$ cat src/rtl/gate_truth_sequencer_pkg.sv
// Shared types and constants for the gate truth-table sequencer.
package gate_seq_pkg;

  localparam int unsigned VEC_COUNT = 4;
  localparam int unsigned VEC_IDX_W = 2;
  localparam int unsigned CNT_W     = 4;

  // Expected-output tables, bit i = gate output for {a,b} == i
  localparam logic [VEC_COUNT-1:0] TT_AND  = 4'b1000;
  localparam logic [VEC_COUNT-1:0] TT_OR   = 4'b1110;
  localparam logic [VEC_COUNT-1:0] TT_XOR  = 4'b0110;
  localparam logic [VEC_COUNT-1:0] TT_NAND = 4'b0111;

  typedef enum logic [2:0] {
    IDLE,
    DRIVE,
    WAIT,
    SAMPLE,
    DONE
  } gate_seq_state_t;

endpackage

$ cat src/rtl/gate_truth_sequencer_if.sv
// Start/done handshake plus gate-under-test pins for the sequencer.
interface gate_truth_sequencer_if;
  import gate_seq_pkg::*;

  logic                 start;
  logic                 gate_a;
  logic                 gate_b;
  logic                 gate_s;
  logic                 busy;
  logic                 done;
  logic                 pass;
  logic [VEC_COUNT-1:0] fail_mask;
  logic [VEC_IDX_W-1:0] vec_idx;

  // Requester / gate side
  modport master (
    output start,
    input  gate_a, gate_b, gate_s, busy, done, pass, fail_mask, vec_idx
  );

  // Sequencer side
  modport slave (
    input  start, gate_s,
    output gate_a, gate_b, busy, done, pass, fail_mask, vec_idx
  );

endinterface

$ cat src/rtl/gate_truth_sequencer_settle_timer.sv
// Loadable 4-bit down-counter that flags when the settle wait is on its last cycle.
module gate_seq_settle_timer
  import gate_seq_pkg::*;
(
  input  logic             clk,
  input  logic             reset,
  input  logic             load_i,
  input  logic [CNT_W-1:0] load_val_i,
  input  logic             en_i,
  output logic             expired_o
);

  logic [CNT_W-1:0] cnt_q, cnt_d;
  logic             expired_q, expired_d;

  // Next count: load wins over decrement, counter saturates at zero
  always_comb begin
    cnt_d = cnt_q;
    if (load_i) begin
      cnt_d = load_val_i;
    end else if (en_i && (cnt_q != '0)) begin
      cnt_d = cnt_q - CNT_W'(1);
    end
    expired_d = (cnt_d == CNT_W'(1));
  end

  // Counter and registered expiry flag
  always_ff @(posedge clk or posedge reset) begin
    if (reset) begin
      cnt_q     <= '0;
      expired_q <= 1'b0;
    end else begin
      cnt_q     <= cnt_d;
      expired_q <= expired_d;
    end
  end

  assign expired_o = expired_q;

endmodule

$ cat src/rtl/gate_truth_sequencer.sv
// Sweeps a 2-input gate through all four input vectors and checks it against EXP_TT.
// Optional build macro GATE_SEQ_STOP_ON_FAIL_EN: end the sweep at the first mismatch.
module gate_truth_sequencer
  import gate_seq_pkg::*;
#(
  parameter int unsigned          SETTLE_CYCLES = 1,
  parameter logic [VEC_COUNT-1:0] EXP_TT        = TT_AND
) (
  input logic                   clk,
  input logic                   reset,
  gate_truth_sequencer_if.slave bus
);

  gate_seq_state_t      state_q, state_d;
  logic [VEC_IDX_W-1:0] vec_idx_q, vec_idx_d;
  logic [VEC_COUNT-1:0] fail_mask_q, fail_mask_d;
  logic                 gate_a_q, gate_a_d;
  logic                 gate_b_q, gate_b_d;
  logic                 busy_q, busy_d;
  logic                 done_q, done_d;
  logic                 pass_q, pass_d;
  logic                 tmr_load, tmr_en, tmr_expired;
  logic                 mismatch, last_vec, finish;

  gate_seq_settle_timer u_timer (
    .clk        (clk),
    .reset      (reset),
    .load_i     (tmr_load),
    .load_val_i (CNT_W'(SETTLE_CYCLES)),
    .en_i       (tmr_en),
    .expired_o  (tmr_expired)
  );

  // Sweep control; gate pins are loaded on entry to DRIVE so the vector is live during DRIVE
  always_comb begin
    state_d     = state_q;
    vec_idx_d   = vec_idx_q;
    fail_mask_d = fail_mask_q;
    gate_a_d    = gate_a_q;
    gate_b_d    = gate_b_q;
    busy_d      = busy_q;
    done_d      = 1'b0;
    pass_d      = pass_q;
    tmr_load    = 1'b0;
    tmr_en      = 1'b0;
    mismatch    = 1'b0;
    last_vec    = 1'b0;
    finish      = 1'b0;
    case (state_q)
      IDLE: begin
        if (bus.start) begin
          state_d     = DRIVE;
          vec_idx_d   = '0;
          fail_mask_d = '0;
          pass_d      = 1'b0;
          busy_d      = 1'b1;
          gate_a_d    = 1'b0;
          gate_b_d    = 1'b0;
        end
      end
      DRIVE: begin
        tmr_load = 1'b1;
        state_d  = (SETTLE_CYCLES == 0) ? SAMPLE : WAIT;
      end
      WAIT: begin
        tmr_en = 1'b1;
        if (tmr_expired) state_d = SAMPLE;
      end
      SAMPLE: begin
        // Case inequality so an X/Z gate output also counts as a failure
        mismatch = (bus.gate_s !== EXP_TT[vec_idx_q]);
        if (mismatch) fail_mask_d[vec_idx_q] = 1'b1;
        last_vec = (vec_idx_q == VEC_IDX_W'(VEC_COUNT - 1));
`ifdef GATE_SEQ_STOP_ON_FAIL_EN
        finish = last_vec || mismatch;
`else
        finish = last_vec;
`endif
        if (finish) begin
          state_d = DONE;
          busy_d  = 1'b0;
          done_d  = 1'b1;
          pass_d  = (fail_mask_d == '0);
        end else begin
          state_d   = DRIVE;
          vec_idx_d = vec_idx_q + VEC_IDX_W'(1);
          gate_a_d  = vec_idx_d[1];
          gate_b_d  = vec_idx_d[0];
        end
      end
      DONE: begin
        state_d = IDLE;
      end
      default: begin
        state_d = IDLE;
      end
    endcase
  end

  // State and output registers
  always_ff @(posedge clk or posedge reset) begin
    if (reset) begin
      state_q     <= IDLE;
      vec_idx_q   <= '0;
      fail_mask_q <= '0;
      gate_a_q    <= 1'b0;
      gate_b_q    <= 1'b0;
      busy_q      <= 1'b0;
      done_q      <= 1'b0;
      pass_q      <= 1'b0;
    end else begin
      state_q     <= state_d;
      vec_idx_q   <= vec_idx_d;
      fail_mask_q <= fail_mask_d;
      gate_a_q    <= gate_a_d;
      gate_b_q    <= gate_b_d;
      busy_q      <= busy_d;
      done_q      <= done_d;
      pass_q      <= pass_d;
    end
  end

  assign bus.gate_a    = gate_a_q;
  assign bus.gate_b    = gate_b_q;
  assign bus.busy      = busy_q;
  assign bus.done      = done_q;
  assign bus.pass      = pass_q;
  assign bus.fail_mask = fail_mask_q;
  assign bus.vec_idx   = vec_idx_q;

endmodule

$ cat src/flat_wrapper.sv
// flat-port wrapper written by rule: the top's interface ports become plain ports
module gate_truth_sequencer_flat import gate_seq_pkg::*;
#(
  parameter int unsigned          SETTLE_CYCLES = 1,
  parameter logic [VEC_COUNT-1:0] EXP_TT        = TT_AND
)
  (clk, reset, bus_start, bus_gate_s, bus_gate_a, bus_gate_b, bus_busy, bus_done, bus_pass, bus_fail_mask, bus_vec_idx);
  gate_truth_sequencer_if bus_i ();
  input logic clk;
  input logic reset;
  input wire logic [$bits(bus_i.start)-1:0] bus_start;
  input wire logic [$bits(bus_i.gate_s)-1:0] bus_gate_s;
  output wire logic [$bits(bus_i.gate_a)-1:0] bus_gate_a;
  output wire logic [$bits(bus_i.gate_b)-1:0] bus_gate_b;
  output wire logic [$bits(bus_i.busy)-1:0] bus_busy;
  output wire logic [$bits(bus_i.done)-1:0] bus_done;
  output wire logic [$bits(bus_i.pass)-1:0] bus_pass;
  output wire logic [$bits(bus_i.fail_mask)-1:0] bus_fail_mask;
  output wire logic [$bits(bus_i.vec_idx)-1:0] bus_vec_idx;
  assign bus_i.start = bus_start;
  assign bus_i.gate_s = bus_gate_s;
  assign bus_gate_a = bus_i.gate_a;
  assign bus_gate_b = bus_i.gate_b;
  assign bus_busy = bus_i.busy;
  assign bus_done = bus_i.done;
  assign bus_pass = bus_i.pass;
  assign bus_fail_mask = bus_i.fail_mask;
  assign bus_vec_idx = bus_i.vec_idx;
  gate_truth_sequencer #(.SETTLE_CYCLES(SETTLE_CYCLES), .EXP_TT(EXP_TT)) u_core (.clk(clk), .reset(reset), .bus(bus_i));
endmodule
$ cat config.mk
export PLATFORM = sky130hd
export DESIGN_NAME = gate_truth_sequencer_flat
export DESIGN_NICKNAME = d
export VERILOG_FILES = /design/src/rtl/gate_truth_sequencer_pkg.sv /design/src/rtl/gate_truth_sequencer_if.sv /design/src/rtl/gate_truth_sequencer_settle_timer.sv /design/src/rtl/gate_truth_sequencer.sv /design/src/flat_wrapper.sv
export SDC_FILE = /design/constraint.sdc
export NUM_CORES = 1
export LEC_CHECK = 0
export CORE_UTILIZATION = 43
export DETAILED_ROUTE_END_ITERATION = 8
export PLACE_DENSITY = 0.66
export SLEW_MARGIN = 0
export SYNTH_ARGS = -nofsm -noshare
export SYNTH_HDL_FRONTEND = slang
export SYNTH_HIERARCHICAL = 1
export SYNTH_SLANG_ARGS = --single-unit
$ cat constraint.sdc
create_clock -name clk -period 2.93 [get_ports clk]
set_input_delay 0.879 -clock clk [delete_from_list [all_inputs] [get_ports clk]]
set_output_delay 0.879 -clock clk [all_outputs]
set_load 0.02 [all_outputs]
======== Word-level counts from Yosys, hierarchy flattened ========
Index checks and enable logic that the tools add are counted.
W data, S select, Z words.
word-level totals
  bits in registers ....................... 19
  bits in latches ......................... 0
  bits in writable memories ............... 0
  memory bits (read-only) ................. 0
  output and inout port bits .............. 11
  word-level logic and storage cells ...... 66
  memories ................................ 0
operators by class
  add/subtract/negate cells ............... 2
  multiply operators ...................... 0
  div/mod/pow operators ................... 0
  order comparisons ....................... 2
  eq/ne operators ......................... 10
  shifts and indexed selects .............. 0
  multiplexer cells ....................... 31
  bitwise gates (word level) .............. 1
  reductions and logical operators ........ 10
operators by type and width
  kind                   count
  $mux W4                5
  $mux W1                12
  $pmux W3 S4            1
  $mux W3                3
  $pmux W1 S2            4
  $pmux W4 S2            1
  $eq A3 B2 Y1 const B   2
  $ne A2 B2 Y1 const B   3
  $reduce_and A3 Y1      2
  $eq A4 B1 Y1 const B   1
  $logic_not A4 Y1       1
  $mux W2                2
  $or A4 B4 Y4           1
  $pmux W2 S2            1
  $reduce_and A2 Y1      2
  $reduce_bool A4 Y1     1
  $sub A4 B1 Y4 const B  1
  $eq A3 B1 Y1 const B   1
  $logic_not A3 Y1       1
  $lt A2 B3 Y1 const B   1
  $add A2 B1 Y2 const B  1
  $bmux W1 S2            1
  $demux W1 S2           1
  $eq A2 B2 Y1 const B   1
  5 further kinds        6

======== Depth between registers and ports, before layout ========
  depth in word-level cells ............... 10
  gate-level depth with buffers ........... 6
  mapped depth without buffers ............ 6

======== Cells and area by module ========
The synthesis kept the hierarchy.
modules (own cells, without submodules)
  module                 times used  cells each  area an instance (µm²)
  gate_truth_sequencer   1           68          685.7
  gate_seq_settle_timer  1           29          320.3

======== Worst setup path before layout ========
OpenSTA, ideal clock, no wires.
  path type ............................... register to register
  start ................................... register u_core.state_q[1]
  end ..................................... register u_core.u_timer.expired_q (netlist: u_core/u_timer/expired_o)
  setup time .............................. 0.094 ns
  arrival ................................. 2.018 ns
  data required time ...................... 2.836 ns
  path slack .............................. 0.818 ns
  stages on the path, launching flop included .. 7
  buffers on the path ..................... 1
  period minus slack after synthesis ...... 2.112 ns
  cell sequence ........................... dfrtp_1 -> clkbuf_1 -> nor3b_1 -> nor4b_4 -> nor3b_1 -> a221o_1 -> nor4b_4
between the ends
  word-level cells in the longest chain between the ends .. 6
RTL lines
  what                          line                                     source
  from (decl)                   gate_truth_sequencer.sv:14               gate_seq_state_t state_q, state_d;
  from (signal assigned)        gate_truth_sequencer.sv:112              state_q <= state_d;
  $eq A3 B2 Y1                  gate_truth_sequencer.sv:49               case (state_q)
  $mux W1                       gate_truth_sequencer.sv:49
  via u_core.tmr_en             gate_truth_sequencer.sv:22               logic tmr_load, tmr_en, tmr_expired;
  $logic_and A1 B1 Y1           gate_truth_sequencer_settle_timer.sv:21  end else if (en_i && (cnt_q != '0)) begin
  $mux W4                       gate_truth_sequencer_settle_timer.sv:21
  $mux W4                       gate_truth_sequencer_settle_timer.sv:19  if (load_i) begin
  via u_core.u_timer.cnt_d[3]   gate_truth_sequencer_settle_timer.sv:13  logic [CNT_W-1:0] cnt_q, cnt_d;
  $eq A4 B1 Y1                  gate_truth_sequencer_settle_timer.sv:24  expired_d = (cnt_d == CNT_W'(1));
  via u_core.u_timer.expired_d  gate_truth_sequencer_settle_timer.sv:14  logic expired_q, expired_d;
  to (signal assigned)          gate_truth_sequencer_settle_timer.sv:34  expired_q <= expired_d;
  to (decl)                     gate_truth_sequencer_settle_timer.sv:14
The timed path passes the listed nets, and every way through them passes these cells.
A chain may end at the register's enable or synchronous reset.

======== Final worst setup path ========
  start ................................... register u_core.gate_b_q (netlist: u_core/bus.gate_b)
  end ..................................... output bus_gate_b
RTL lines
  what                    line                         source
  from (decl)             gate_truth_sequencer.sv:18   logic gate_b_q, gate_b_d;
  from (signal assigned)  gate_truth_sequencer.sv:116  gate_b_q <= gate_b_d;
  to (decl)               flat_wrapper.sv:14           output wire logic [$bits(bus_i.gate_b)-1:0] bus_gate_b;
No word-level cell between the ends.

==> metrics.csv <==
metric,value,unit
status,completed,
grt_max_degree,15,
gp_congestion,0.798,
path_cells,clkdlybuf4s50_1,
drc_errors,0,
core,2210,um2
via_per_inst,5.33,
yosysSeqAreaShare,0.423,
post_cts_buffers,0,
diodes,0,
die_area,2540,um2
clk_latency,280,ps
synth_top_cell_by_area,dfrtp_1,
max-cap-violations,0,
yosys_register_bits,17,
finalClockSkew,2.54,ps
cp.required,2050,ps
synth-edff-count,0,
root_buffer,clkbuf_4,
critPathArrivalTime,1410,ps
start_util,0.455,
drt_iter0_drc,18,
setup_tns,0,ps
syn_inst,97,
rrSetupSlack,1020,ps
post_cts_resized,0,
rsz0062_at_grt,false,
cp_num_buf_inv,1,
maxSlewHeadroom,0.590,
h-tree-depth,1,
grt_usage,0.163,
synth.cells.most_frequent,"17 x dfrtp_1, 9 x a21oi_1, 7 x inv_1",
drive_gt1_frac,0.168,
ys_top_cells_by_area,"dfrtp_1 42%, ha_1 7.5%, nor4b_4 4.7%",
first_pass_iters,4,
die_w,50.4,um
powerDensity,978,nW/um2
min_path_type,reg -> reg,
rows,17,
cp_slowest_cell,clkdlybuf4s50_1,
cts_tree,done,
netlist.area_leader.share,0.423,
ant_nets,0,
grt_pass1_vias,705,
worstSetupEndpointType,output port,
cts_made_buffers,3,
layout_min_cycle_time,2290,ps
cts_max_path_buffers,2,
avgSynthCellArea,10.4,um2
postCtsHoldBufs,0,
fin_crit_sh,0.780,
dp.cells,137,
grt_pass1_wl,3150,um
path_max_fanout,8,
cts.sinks,17,
finish.utilization,0.542,
fmax,437,MHz
synthToLayoutAreaGrowth,19.3,%
antenna_found_initial,0,
die_h,50.4,um
drt-wirelength-per-cell,12.8,um
start_kind,flop,
setup_viol_count_final,0,
slew_violations,0,
drt_wl_total,1810,um
ir_drop,0.527,mV
clk_pin_slew,100,ps
yosysUniqueCellTypes,38,
nNetsFinal,124,
instances_no_fill,141,
power_leakage,0.545,nW
syn_area,1010,um2
crit_family,buffers and inverters,
overflow,0,
num_vias,752,
tightest_slew,607,ps
dpl.hpwl,1400,um
fillers,197,
yosysWarningCount,6,
crit_type,reg -> out,
io_pins,15,
io_buffers,14,
slowest_delay,650,ps
hold_viol_final,0,
synth_ff_type,dfrtp_1,
power,1.17,mW
async_reset_ff_frac,1.00,
yosysMostFrequentCell,dfrtp_1,
## logic make-up after synthesis
family / Yosys count / share of synthesized area
flops: 17 / 0.423
simple gates: 35 / 0.279
mux: 1 / 0.0112
fa+ha+maj: 6 / 0.0746
buf+inv: 13 / 0.0572
xor+xnor: 1 / 0.00871
compound gates: 22 / 0.139
other cells: 2 / 0.00747
## worst reg2reg max path: stages (launching register included)
cell and delay (ps):
dfrtp_1 550, nor3b_1 240, buf_4 180, nor4b_4 220, nor3b_1 80, a221o_1 320, nor4b_4 250
## routing by layer
metal,share of wire,track usage
met1,0.50,0.239
met2,0.47,0.256
met3,0.025,0.0273
met4,0,0.0278
met5,0,0
## path summary, 6_finish.rpt
kind,to,cells after the start,start
worst min register to register,u_core/bus.fail_mask[2],2,u_core/bus.fail_mask[2]
worst max register to register,u_core/u_timer/expired_o,6,u_core/state_q[1]
worst max-delay path,bus_gate_b,1,u_core/bus.gate_b
worst min-delay path,u_core/bus.fail_mask[2],2,u_core/bus.fail_mask[2]
max in group asynchronous,u_core/bus.gate_b,2,reset
min in group asynchronous,u_core/u_timer/cnt_q[2],2,reset
## power by group
part | switching [mW] | total, mW | internal, mW
Clock | 0.0730 | 0.124 | 0.0506
Sequential | 0.106 | 0.423 | 0.318
Combinational | 0.308 | 0.627 | 0.319
Total | 0.487 | 1.17 | 0.687
## registers in the layout (all words and copies together), names as in the netlist
register	cells
u_core/bus.pass	1
u_core/bus.busy	1
u_core/bus.gate_a	1
u_core/bus.done	1
u_core/state_q	3
u_core/bus.fail_mask	4
u_core/u_timer/expired_o	1
u_core/u_timer/cnt_q	4
u_core/bus.gate_b	1
## cell type report
class	count	area, um2	share of cell area
clock inverters	1	5.00	0.00417
repair buffers	16	155	0.129
flip-flops and latches	17	425	0.355
clock buffers	3	22.5	0.0188
multi-input cells	69	531	0.442
well taps	28	35.0	0.0292
inverters	7	26.3	0.0219
## cell usage in the layout (no fill, tap or decap), types with 2 or more instances in the layout
master	netlist	layout
nand2_1	4	4
clkdlybuf4s50_1	0	14
dfrtp_1	17	17
nor2_1	5	5
or3b_2	3	3
nand3b_1	2	2
a21oi_1	9	9
a31oi_1	3	3
o21ai_0	4	4
ha_1	6	6
clkbuf_4	0	3
buf_4	2	2
conb_1	2	4
inv_1	7	7
nor3b_1	3	3
nor4b_4	2	2
and4b_1	3	3
## per-stage QoR
stage	instance area [um2]	worst slack (ps)	hold WS (ps)
after floorplan	1010	818	543
after detailed placement	1170	408	504
after global placement	1170	434	501
after CTS	1200	622	526
final	1200	644	522
after global routing	1200	559	554
No activity file was read; power rests on OpenSTA's default activity.
